===== config.mk =====
export PLATFORM = sky130hd
export DESIGN_NAME = ifu_fetch_ctrl_flat
export DESIGN_NICKNAME = d
export VERILOG_FILES = /design/src/rtl/ifu_fetch_ctrl_if.sv /design/src/rtl/ifu_fetch_ctrl.sv /design/src/flat_wrapper.sv
export SDC_FILE = /design/constraint.sdc
export NUM_CORES = 1
export LEC_CHECK = 0
export CAP_MARGIN = 20
export CORE_MARGIN = 2
export CORE_UTILIZATION = 44
export DETAILED_ROUTE_END_ITERATION = 7
export GPL_TIMING_DRIVEN = 0
export PLACE_DENSITY_LB_ADDON = 0.08
export REMOVE_ABC_BUFFERS = 1
export SLEW_MARGIN = 20
export SYNTH_ARGS = -nofsm -noshare
export SYNTH_HDL_FRONTEND = slang
export SYNTH_SLANG_ARGS = --single-unit

===== constraint.sdc =====
create_clock -name clk -period 2.36 [get_ports clk]
set_input_delay 0.354 -clock clk [delete_from_list [all_inputs] [get_ports clk]]
set_output_delay 0.354 -clock clk [all_outputs]
set_load 0.03 [all_outputs]

===== src/rtl/ifu_fetch_ctrl_if.sv =====
// Read-only AR/R bus between the fetch stage and instruction memory.
// master: fetch stage (drives AR, accepts R); slave: memory.
interface ifu_fetch_ctrl_if #(
    parameter int WIDTH = 32
);
    logic             mem_arvalid;
    logic [WIDTH-1:0] mem_araddr;
    logic             mem_arready;
    logic             mem_rvalid;
    logic [31:0]      mem_rdata;
    logic [1:0]       mem_rresp;
    logic             mem_rready;

    modport master (
        output mem_arvalid,
        output mem_araddr,
        output mem_rready,
        input  mem_arready,
        input  mem_rvalid,
        input  mem_rdata,
        input  mem_rresp
    );

    modport slave (
        input  mem_arvalid,
        input  mem_araddr,
        input  mem_rready,
        output mem_arready,
        output mem_rvalid,
        output mem_rdata,
        output mem_rresp
    );
endinterface


===== src/rtl/ifu_fetch_ctrl.sv =====
// Fetch stage: one instruction in flight, REQ -> WAIT -> PRESENT -> EXEC.
// Ports: clk, rst (async active-low), bus (AR/R master), commit_valid/
// commit_pc (next PC from writeback), pc/ins/ins_fault/valid/ready
// (decode handshake), fetch_lat (REQ+WAIT cycles of the last fetch).
module ifu_fetch_ctrl #(
    parameter int          WIDTH    = 32,
    parameter logic [31:0] RESET_PC = 32'h8000_0000,
    parameter int          LAT_W    = 16
) (
    input  logic             clk,
    input  logic             rst,
    ifu_fetch_ctrl_if.master bus,
    input  logic             commit_valid,
    input  logic [WIDTH-1:0] commit_pc,
    output logic [WIDTH-1:0] pc,
    output logic [31:0]      ins,
    output logic             ins_fault,
    output logic             valid,
    input  logic             ready,
    output logic [LAT_W-1:0] fetch_lat
);
    typedef enum logic [1:0] {
        REQ     = 2'd0,
        WAIT    = 2'd1,
        PRESENT = 2'd2,
        EXEC    = 2'd3
    } state_t;

    state_t     state;
    logic       arvalid;
    logic       rready;
    logic [LAT_W-1:0] cnt;
    logic [LAT_W-1:0] cnt_inc;
    logic       misaligned;

    assign cnt_inc    = (&cnt) ? cnt : cnt + 1'b1;
    assign misaligned = (pc[1:0] != 2'b00);

    assign bus.mem_arvalid = arvalid;
    assign bus.mem_araddr  = pc;
    assign bus.mem_rready  = rready;

    always_ff @(posedge clk or negedge rst) begin
        if (!rst) begin
            state     <= REQ;
            pc        <= WIDTH'(RESET_PC);
            ins       <= '0;
            ins_fault <= 1'b0;
            valid     <= 1'b0;
            arvalid   <= 1'b0;
            rready    <= 1'b0;
            fetch_lat <= '0;
            cnt       <= '0;
        end else begin
            case (state)
                REQ: begin
                    if (misaligned) begin
                        arvalid   <= 1'b0;
                        ins       <= '0;
                        ins_fault <= 1'b1;
                        fetch_lat <= cnt_inc;
                        valid     <= 1'b1;
                        state     <= PRESENT;
                    end else if (!arvalid) begin
                        // First cycle out of reset: raise the request;
                        // latency is counted from the request onward.
                        arvalid <= 1'b1;
                    end else begin
                        cnt <= cnt_inc;
                        if (bus.mem_arready) begin
                            arvalid <= 1'b0;
                            rready  <= 1'b1;
                            state   <= WAIT;
                        end
                    end
                end
                WAIT: begin
                    cnt <= cnt_inc;
                    if (bus.mem_rvalid) begin
                        rready    <= 1'b0;
                        fetch_lat <= cnt_inc;
                        valid     <= 1'b1;
                        state     <= PRESENT;
                        if (bus.mem_rresp == 2'b00) begin
                            ins       <= bus.mem_rdata;
                            ins_fault <= 1'b0;
                        end else begin
                            ins       <= '0;
                            ins_fault <= 1'b1;
                        end
                    end
                end
                PRESENT: begin
                    if (ready) begin
                        valid <= 1'b0;
                        state <= EXEC;
                    end
                end
                EXEC: begin
                    if (commit_valid) begin
                        pc      <= commit_pc;
                        cnt     <= '0;
                        // Request goes out on the first REQ cycle unless
                        // the new PC is misaligned.
                        arvalid <= (commit_pc[1:0] == 2'b00);
                        state   <= REQ;
                    end
                end
                default: state <= REQ;
            endcase
        end
    end
endmodule


===== src/flat_wrapper.sv =====
// flat-port wrapper written by rule: the top's interface ports become plain ports
module ifu_fetch_ctrl_flat 
#(
    parameter int          WIDTH    = 32,
    parameter logic [31:0] RESET_PC = 32'h8000_0000,
    parameter int          LAT_W    = 16
)
  (clk, rst, commit_valid, commit_pc, pc, ins, ins_fault, valid, ready, fetch_lat, bus_mem_arvalid, bus_mem_araddr, bus_mem_rready, bus_mem_arready, bus_mem_rvalid, bus_mem_rdata, bus_mem_rresp);
  ifu_fetch_ctrl_if #(.WIDTH(WIDTH)) bus_i ();
  input  logic clk;
  input  logic rst;
  input  logic commit_valid;
  input  logic [WIDTH-1:0] commit_pc;
  output logic [WIDTH-1:0] pc;
  output logic [31:0] ins;
  output logic ins_fault;
  output logic valid;
  input  logic ready;
  output logic [LAT_W-1:0] fetch_lat;
  output wire logic [$bits(bus_i.mem_arvalid)-1:0] bus_mem_arvalid;
  output wire logic [$bits(bus_i.mem_araddr)-1:0] bus_mem_araddr;
  output wire logic [$bits(bus_i.mem_rready)-1:0] bus_mem_rready;
  input wire logic [$bits(bus_i.mem_arready)-1:0] bus_mem_arready;
  input wire logic [$bits(bus_i.mem_rvalid)-1:0] bus_mem_rvalid;
  input wire logic [$bits(bus_i.mem_rdata)-1:0] bus_mem_rdata;
  input wire logic [$bits(bus_i.mem_rresp)-1:0] bus_mem_rresp;
  assign bus_mem_arvalid = bus_i.mem_arvalid;
  assign bus_mem_araddr = bus_i.mem_araddr;
  assign bus_mem_rready = bus_i.mem_rready;
  assign bus_i.mem_arready = bus_mem_arready;
  assign bus_i.mem_rvalid = bus_mem_rvalid;
  assign bus_i.mem_rdata = bus_mem_rdata;
  assign bus_i.mem_rresp = bus_mem_rresp;
  ifu_fetch_ctrl #(.WIDTH(WIDTH), .RESET_PC(RESET_PC), .LAT_W(LAT_W)) u_core (.clk(clk), .rst(rst), .bus(bus_i), .commit_valid(commit_valid), .commit_pc(commit_pc), .pc(pc), .ins(ins), .ins_fault(ins_fault), .valid(valid), .ready(ready), .fetch_lat(fetch_lat));
endmodule

==> impl_results.md, run 1 <==
- GR Util All Layers: 0.2092
- EDFF count, synth: 0
- Final min period: roughly 2.3 ns
- Net switching power figure: around 4.5 mW
- Core Box Area: between 10000 and 15000 µm²
- Post-layout util: 0.6474
- Die Wd: about 110 µm
- Critical path class: reg2reg
- Startpoint types: flop
- Gate Count Post-Synth: 417
- Initial antenna violation count: 0
- Synth top area cells: dfrtp_1 (52%), mux2_2 (8.0%), a22o_1 (6.4%)
- Mean Syn Cell Area: ~12 µm²
- Final Hold Viols: 0
- Max_cap viols: 0
- Drt first-iter violations: roughly 230
- Port Buffers: ~190
- Share of post-route cells with drive strength above 1: 0.1426
- Critical Path Start: u_core.state[1]
- Final Slew Violations: 0
- Combinational power share: 0.589
- CTS tree: yes
- I/O Pins: around 190
- Synth cell types: between 50 and 60
- Area of the multi-input gates: approximately 2000 µm²
- CTS buffer count: 9
- CP required: 2.60 ns
- Sink Count: slightly above 100
- Hold WS: 0.4854 ns
- Drt pass-1 iters: 4
- Slowest CP cell: mux2i_2
- Seq cells post-synth: 102
- Status: finished, final reports clean
- Crit path DAT: 2.55 ns
- # DRC: 0
- R2r startpoint: u_core.state[1]
- # diodes: 0
- GPL Wtd Cong: approximately 0.86
- Vias in the first global route: about 3800
- Die height: approximately 110 µm
- Vias: 3917
- GRT overflow: 0
- Most numerous cell in the Yosys netlist: dfrtp_1
- Switch share: 0.4596
- Worst vdd ir: roughly 1100 µV
- # setup viols final: 0
- Top_reg_cell synth: dfrtp_1
- Worst Skew: 0.01966 ns
- Worst slack at placement: -0.4134 ns
- Hpwl dp: about 9000 µm
- First-pass GRT wire length: between 15000 and 20000 µm
- Final period util: 0.9781
- Die area: 11800 µm²
- Achievable Freq: 433.2 MHz
- Fillcell total: between 800 and 900
- Largest net degree at the start of global routing: a little under 60
- Clock share of power: 0.112
- Slew headroom: 0.4564
- Leak Pwr: about 2.9 nW
- Wirelength per Cell: 18.14 µm
- Post-synth top area share: 0.5248
- H-Tree Depth: 3
- Synth top cells by count: dfrtp_1 (101), a22o_1 (35), mux2_2 (34), buf_4 (33)
- Clock insertion delay at the later pin of the skew report: approximately 0.36 ns
- Yosys warns: 0
- Clock-pin slew on the worst setup and hold paths: about 0.11 ns
- Num rows: 38
- PnR worst setup slack: 0.05164 ns
- Critical Path End Type: flop
- Final ANT Viol Nets: 0
- Pint: ~5.3 mW
- Max Buffers Root-to-Sink: 2
- Wirelength, routed: 13100 µm
- Sequential-to-total area share from yosys stat: 0.5303
- Root Driver: clkbuf_8
- Slowest cell delay on critical path: approximately 0.47 ns
- Area Overhead vs Synth: 44.45%
- Critical Path, Cell by Cell: inv_1, ha_1, mux2i_2, or2_4, nor4_4, buf_6, buf_4, a22o_1
- Power Dens Cells: 1400 nW/µm²
- Nets: 656
- Register area: 2554 µm²
- Max Fanout on Critical Path: 11
- FF-to-FF path depth: 8
- HP Class: in2async
- Mapped Area: approximately 4800 µm²
- Dominant cell type by area after synthesis: dfrtp_1
- Initial Utilization: 0.4482
- Via-to-Cell Ratio: about 5.4
- Worst-Margin Slew: a little over 0.8 ns
- Fraction of registers with async set/reset: 1.000
- Share of power burned in registers: 0.299
==> cell families after synthesis <==
| kind of cell | after synthesis | share of synthesized area |
|---|---|---|
| XOR/XNOR | 4 | 0.007274 |
| multiplexers | 37 | 0.08574 |
| AND/OR/NAND/NOR | 91 | 0.1096 |
| flip-flops | 102 | 0.5303 |
| buffers and inverters | 68 | 0.08340 |
| AO/OA/AOI/OAI | 108 | 0.1655 |
| adder cells (fa/ha/maj) | 7 | 0.01819 |
==> layout by cell type (no fill, tap or decap), drive strengths merged, types with 4 or more instances in the layout <==
cell type,instances
nor4,5
o211ai,4
mux2,34
buf,15
clkdlybuf4s50,186
dfrtp,101
a22o,35
nor2,16
or4,4
clkbuf,12
o31ai,5
inv,16
nand3,13
nand2,18
a31oi,16
a21oi,10
xnor2,4
nor3,8
o21ai,19
nand4,8
or3,5
ha,7
==> power groups by stage <==
stage | Combinational [mW] | Sequential [mW] | Clock, mW
after CTS | 5.49 | 2.91 | 1.12
after global placement | 5.29 | 2.90 | 0
after detailed placement | 5.46 | 2.95 | 0
after floorplan | 1.53 | 4.45 | 0
final | 5.74 | 2.91 | 1.09
after global routing | 6.11 | 3.01 | 1.19
==> per-stage QoR <==
step / TNS [ns] / power [mW] / cell area, µm² / cells
after floorplan: -17.85 / 5.980 / 4459 / 361
final: 0 / 9.739 / 6957 / 722
after detailed placement: -10.15 / 8.406 / 6590 / 692
after global routing: -0.4511 / 10.31 / 6957 / 722
after global placement: -363.28 / 8.193 / 6506 / 688
after CTS: -4.378 / 9.514 / 6802 / 709
==> timing repair <==
item / in CTS / in global routing
cloned: 0 / 2
buffers inserted: 0 / 10
hold buffers: 1 / 0
endpoints found under the hold margin: 45 / 0
setup endpoints to repair: 46 / 48
pin swaps: 1 / 6
gates resized for setup: 2 / 11
==> worst max-delay path: cells and delay by family (launching register included) <==
kind	cells	cell delay [ns]
multiplexers	1	0.47
buffers and inverters	3	0.44
flip-flops	1	0.42
AND/OR/NAND/NOR	2	0.37
adder cells (fa/ha/maj)	1	0.28
AO/OA/AOI/OAI	1	0.19
==> metal layers <==
layer / routed length [µm] / GRT usage
met2: 6517 / 0.3513
met5: 0 / 0
met3: 895 / 0.04124
met1: 5499 / 0.2717
met4: 185 / 0.07051
==> cell type report <==
class,instances,area share
inverters,12,0.006475
repair buffers,203,0.2937
well taps,140,0.02518
clock inverters,5,0.007014
flip-flops and latches,102,0.3671
clock buffers,11,0.02032
multi-input cells,249,0.2802
==> sequential cells by signal (all words and copies together) (netlist names) <==
name and flops:
u_core.bus.mem_araddr 32, u_core.ins 32, u_core.state 2, u_core.fetch_lat 16, u_core.valid 1, u_core.bus.mem_arvalid 1
u_core.cnt 16, u_core.bus.mem_rready 1, u_core.ins_fault 1
==> worst paths after layout <==
check	slack, ns	endpoint
max	0.05	u_core.ins[14]
min	0.49	u_core.bus.mem_araddr[11]
max reg2reg	0.05	u_core.ins[14]
min reg2reg	0.49	u_core.fetch_lat[10]
max in group asynchronous	1.21	u_core.bus.mem_araddr[31]
min in group clk	0.49	u_core.fetch_lat[10]
(Power assumes the default switching activity.)
==> run 2: changes to the inputs <==
--- a/config.mk
+++ b/config.mk
@@ -5,7 +5,7 @@
 export SDC_FILE = /design/constraint.sdc
 export NUM_CORES = 1
 export LEC_CHECK = 0
-export CAP_MARGIN = 20
+export CAP_MARGIN = 10
 export CORE_MARGIN = 2
 export CORE_UTILIZATION = 44
 export DETAILED_ROUTE_END_ITERATION = 7
@@ -16,3 +16,4 @@
 export SYNTH_ARGS = -nofsm -noshare
 export SYNTH_HDL_FRONTEND = slang
 export SYNTH_SLANG_ARGS = --single-unit
+export TNS_END_PERCENT = 5
==> run 2 against run 1 <==
Net effect:
- flip-flop and latch count is the same
- non-clock buffer count shrank 3
- clock power is essentially flat
- final cell count shrank 0.55%
- combinational power shrank 2%
- hold slack lost 0.0016 ns
- die area is the same
- sequential share of layout area grew 0.34 points
- critical path type unchanged
- count of clock-buffer cells in the layout is the same
- critical path depth is the same
- global-route usage is the same
==> impl_results.md, run 2 (synthesis results as in run 1) <==
- Status: finished, final reports clean
- HP Class: reg2reg
- Wirelength per Cell: 17.68 µm
- Final Slew Violations: 0
- Slew headroom: 0.4269
- Drt pass-1 iters: 4
- H-Tree Depth: 3
- Power Dens Cells: around 1400 nW/µm²
- Worst vdd ir: 1051 µV
- Final period util: 0.9543
- Vias: approximately 3800
- Critical Path Start: u_core.state[1]
- I/O Pins: 188
- CP required: 2.65 ns
- Clock insertion delay at the later pin of the skew report: approximately 0.36 ns
- R2r startpoint: u_core.state[1]
- Die height: approximately 110 µm
- Critical Path End Type: flop
- Worst Skew: a little under 0.02 ns
- Achievable Freq: around 440 MHz
- Sink Count: ~100
- Reg2reg setup slack: around 0.11 ns
- Critical path class: reg2reg
- Startpoint types: flop
- Hpwl dp: ~9000 µm
- CTS tree: yes
- Final min period: about 2.3 ns
- Max Fanout on Critical Path: 15
- Largest net degree at the start of global routing: 58
- Final ANT Viol Nets: 0
- Area Overhead vs Synth: 43.26%
- # diodes: 0
- Max_cap viols: 0
- Worst-Margin Slew: around 0.86 ns
- Drt first-iter violations: approximately 210
- RSZ-0062 raised after global routing: yes
- Vias in the first global route: between 3000 and 4000
- Final Hold Viols: 0
- Initial Utilization: 0.4482
- Die Wd: roughly 110 µm
- Setup_tns: 0 ns
- Core Box Area: around 11000 µm²
- GR Util All Layers: 0.2092
- Port Buffers: roughly 190
- Share of post-route cells with drive strength above 1: 0.1401
- Nets: around 650
- Hold WS: 0.4838 ns
- Fillcell total: 871
- Setup crit end: u_core.ins[30]
- Root Driver: clkbuf_8
- Max Buffers Root-to-Sink: 2
- FF-to-FF path depth: 8
- Tot Pwr: about 9.6 mW
- GPL Wtd Cong: about 0.86
- # setup viols final: 0
- # DRC: 0
- Clock-pin slew on the worst setup and hold paths: about 0.10 ns
- Die area: 11800 µm²
- Via-to-Cell Ratio: 5.333
- PnR worst setup slack: 0.1079 ns
- Initial antenna violation count: 0
- CTS buffer count: 9
- Crit path DAT: between 2 and 3 ns
- Leak Pwr: between 2 and 3 nW
- GRT overflow: 0
- Reg2reg end: u_core.ins[30]
- Most frequent cells in the layout: clkdlybuf4s50_1 (186), dfrtp_1 (99), a22o_1 (35)
- Num rows: 38
- Wirelength, routed: about 13000 µm
- Most common cell after layout, fill and taps aside: clkdlybuf4s50_1
- Worst slack at placement: -0.4134 ns
- Hold path startpoint: u_core.fetch_lat[9]
- First-pass GRT wire length: just under 20000 µm
-- run 2: cell types whose count changed in the layout (fill, tap and decap cells not counted), moves of 2 or more --
cell     change
buf_4        -2
dfrtp_2      +2
o21ai_1      +3
dfrtp_1      -2
o21ai_0      -3
-- run 2: final cells by class --
class	count	area, µm²	area share
sequential	102	2556	0.3705
timing repair buffer	200	2017	0.2923
multi-input combinational	248	1916	0.2777
tap	140	175.2	0.02539
clock buffer	11	141.4	0.02049
clock inverter	5	48.80	0.007073
inverter	12	45.04	0.006529
-- run 2: report_power, final --
part	leakage, nW	internal [mW]	switching (mW)	total, mW
logic	1.49	2.41	3.19	5.61
registers	1.31	2.37	0.546	2.91
clock network	0.0984	0.439	0.639	1.08
total	2.89	5.22	4.38	9.60
-- run 2: stage by stage --
stage | utilization | cell area, µm² | std cells
after global routing | 0.6421 | 6899 | 718
after global placement | 0.6055 | 6506 | 688
after detailed placement | 0.6133 | 6590 | 692
final | 0.6421 | 6899 | 718
after CTS | 0.6330 | 6802 | 709
after floorplan | - | 4459 | 361
-- run 2: how the worst min path moves through the flow --
stage | to | slack [ns] | cells after the start
global placement | u_core.fetch_lat[8] | 0.46 | 2
floorplan | u_core.bus.mem_araddr[0] | 0.06 | 0
finish | u_core.fetch_lat[9] | 0.48 | 2
detailed placement | u_core.bus.mem_araddr[11] | 0.32 | 1
global route | u_core.bus.mem_araddr[30] | 0.51 | 2
CTS | u_core.bus.mem_araddr[11] | 0.48 | 2
-- run 2: per-layer routing --
metal	vias up	wire (µm)	track usage
met1	1877	5459	0.2717
met2	122	6290	0.3513
met4	0	136	0.07051
li1	1820	-	-
met5	-	0	0
met3	10	809	0.04124
-- run 2: critical path, stage by stage (launching register included) --
cell     delay, ns
dfrtp_1       0.40
inv_1         0.11
ha_1          0.26
mux2i_2       0.23
or2_4         0.30
nor4_4        0.35
buf_6         0.17
buf_4         0.20
a22o_1        0.16
-- run 2: repair_timing --
action,4_1_cts,5_1_grt
hold buffers,1,0
endpoints found under the hold margin,45,0
resized for setup,2,12
buffers inserted,0,7
cloned,0,1
pin swaps,1,5
endpoints found under the setup margin,46,48
==> run 3: changes to the inputs <==
--- a/config.mk
+++ b/config.mk
@@ -11,7 +11,6 @@
 export DETAILED_ROUTE_END_ITERATION = 7
 export GPL_TIMING_DRIVEN = 0
 export PLACE_DENSITY_LB_ADDON = 0.08
-export REMOVE_ABC_BUFFERS = 1
 export SLEW_MARGIN = 20
 export SYNTH_ARGS = -nofsm -noshare
 export SYNTH_HDL_FRONTEND = slang
==> run 3 against run 2 <==
Net effect:
- register-to-register slack better by 0.03 ns
- flip-flop and latch count did not move
- first-iteration DRC count is 47% higher
- total power rose by 4.9%
- utilization up 2.5 points
- routed wire length is 3.6% higher
- setup slack improved by 0.026 ns
- largest power group unchanged
==> impl_results.md, run 3 (synthesis results as in run 1) <==
- Status: finished, final reports clean
- Most frequent cells in the layout: clkdlybuf4s50_1 (186), dfrtp_1 (101), a22o_1 (35), buf_4 (35), mux2_2 (34)
- Num rows: 38
- Reg2reg end: u_core.ins[3]
- Core Box Area: about 11000 µm²
- Wirelength per Cell: about 17 µm
- Final ANT Viol Nets: 0
- Critical Path, Cell by Cell: inv_1, ha_2, mux2i_1, or2_1, buf_2, nor4_4, buf_4, buf_2, a22o_1
- Fillcell total: 864
- R2r startpoint: u_core.state[1]
- Clock-pin slew on the worst setup and hold paths: 0.10 ns
- Die Wd: roughly 110 µm
- Wirelength, routed: 13150 µm
- Syn nets: between 400 and 500
- FF-to-FF path depth: 9
- CTS tree: yes
- # DRC: 0
- Final period util: 0.9432
- Worst slack at placement: -0.09416 ns
- GPL Wtd Cong: 0.9077
- Final Slew Violations: 0
- Critical Path End Type: flop
- Most common cell after layout, fill and taps aside: clkdlybuf4s50_1
- Net switching power figure: approximately 4.4 mW
- Final min period: between 2 and 2.5 ns
- Largest net degree at the start of global routing: 75
- Power Dens Cells: 1403 nW/µm²
- Reg2reg setup slack: between 0.1 and 0.15 ns
- Sink Count: 102
- Switch share: 0.4352
- Vias: 4060
- Critical path buffers and inverters: 4
- Worst-Margin Slew: around 0.64 ns
- Setup crit end: u_core.ins[3]
- Slowest CP cell: dfrtp_1
- Startpoint types: flop
- Worst Skew: a little over 0.008 ns
- Initial Utilization: 0.4482
- GRT overflow: 0
- I/O Pins: ~190
- Post-Layout Cell Count: 764
- Crit path DAT: roughly 2.5 ns
- Vias in the first global route: just under 4000
- Hold WS: around 0.42 ns
- First-pass GRT wire length: about 21000 µm
- CP Depth: 9
- Area of the multi-input gates: around 1900 µm²
- Max Fanout on Critical Path: 10
- Worst vdd ir: between 1000 and 1500 µV
- Final Hold Viols: 0
- PnR worst setup slack: about 0.13 ns
- Via-to-Cell Ratio: roughly 5.3
- Max_cap viols: 0
- Leak Pwr: 3.067 nW
- Drt pass-1 iters: 5
- Critical path class: reg2reg
- Area Overhead vs Synth: 48.95%
- Clock share of power: 0.121
- Share of power burned in registers: 0.284
- H-Tree Depth: 3
- Die area: about 12000 µm²
- Initial antenna violation count: 0
- Register area: 2554 µm²
- Hpwl dp: 9707 µm
- Dpl cells: 745
- Slowest cell delay on critical path: 0.44 ns
- RSZ-0062 raised after global routing: yes
- Die height: 108.6 µm
- Slew headroom: 0.5689
- Achievable Freq: about 450 MHz
- Share of post-route cells with drive strength above 1: 0.1779
- Clock insertion delay at the later pin of the skew report: around 0.37 ns
- # setup viols final: 0
- Port Buffers: approximately 190
- CP top delay family: buffers and inverters
- Pint: around 5.7 mW
- Max Buffers Root-to-Sink: 2
- Critical Path Start: u_core.state[1]
- CP required: between 2 and 3 ns
- Root Driver: clkbuf_8
- GR Util All Layers: 0.2248
- # diodes: 0
- CTS buffer count: 9
- Combinational power share: 0.595
- Most used cell, CP: buf_2
- Drt first-iter violations: 311
- Nets: 698
- HP Class: in2async
## run 3: per-stage QoR
step / util / setup TNS, ns / area, µm² / total power, mW
5_1_grt: 0.6676 / -0.08237 / 7173 / 10.65
4_1_cts: 0.6635 / 0 / 7129 / 10.08
2_1_floorplan: - / 0 / 4816 / 6.503
3_5_place_dp: 0.6414 / -0.6517 / 6892 / 8.828
6_report: 0.6676 / 0 / 7173 / 10.06
3_3_place_gp: 0.6387 / -297.61 / 6863 / 8.718
## run 3: worst min-delay path by stage
stage | depth (start not counted) | slack (ns) | start | to
2_1_floorplan | 0 | 0.06 | rst | u_core.bus.mem_araddr[0]
3_3_place_gp | 2 | 0.46 | u_core.fetch_lat[0] | u_core.fetch_lat[0]
3_5_place_dp | 1 | 0.25 | rst | u_core.fetch_lat[12]
4_1_cts | 2 | 0.42 | rst | u_core.state[0]
5_1_grt | 2 | 0.43 | rst | u_core.fetch_lat[12]
6_report | 2 | 0.42 | rst | u_core.cnt[12]
## run 3: area by class of cell
class | instances | share of cell area
buffer | 56 | 0.05041
sequential | 102 | 0.3560
tap | 140 | 0.02442
timing repair buffer | 191 | 0.2684
clock inverter | 3 | 0.009419
inverter | 12 | 0.006279
multi-input combinational | 247 | 0.2643
clock buffer | 13 | 0.02076
## run 3: power groups by stage
stage	logic (mW)	clock network [mW]	registers, mW
global route	6.40	1.31	2.94
CTS	5.99	1.24	2.85
detailed placement	5.94	0	2.88
finish	5.99	1.22	2.85
global placement	5.87	0	2.84
floorplan	2.67	0	3.84
## run 3: what timing repair did
| action | in CTS | in global routing |
|---|---|---|
| pin swaps | 0 | 2 |
| buffers inserted | 0 | 2 |
| resized for setup | 3 | 6 |
| hold endpoints to repair | 27 | 0 |
| hold buffers | 1 | 0 |
| setup endpoints to repair | 33 | 48 |
## run 3: worst register-to-register path: stages (launching register included)
cell,delay [ns]
dfrtp_1,0.44
inv_1,0.15
ha_2,0.26
mux2i_1,0.12
or2_1,0.23
buf_2,0.17
nor4_4,0.21
buf_4,0.18
buf_2,0.24
a22o_1,0.17
## run 3: layer usage
layer  vias up  track usage  share of wire
met5         -            0              0
met4         0      0.09066          0.022
met2       152       0.3629           0.48
li1       1909            -              -
met3        21      0.04961          0.074
met1      1978       0.2951           0.42
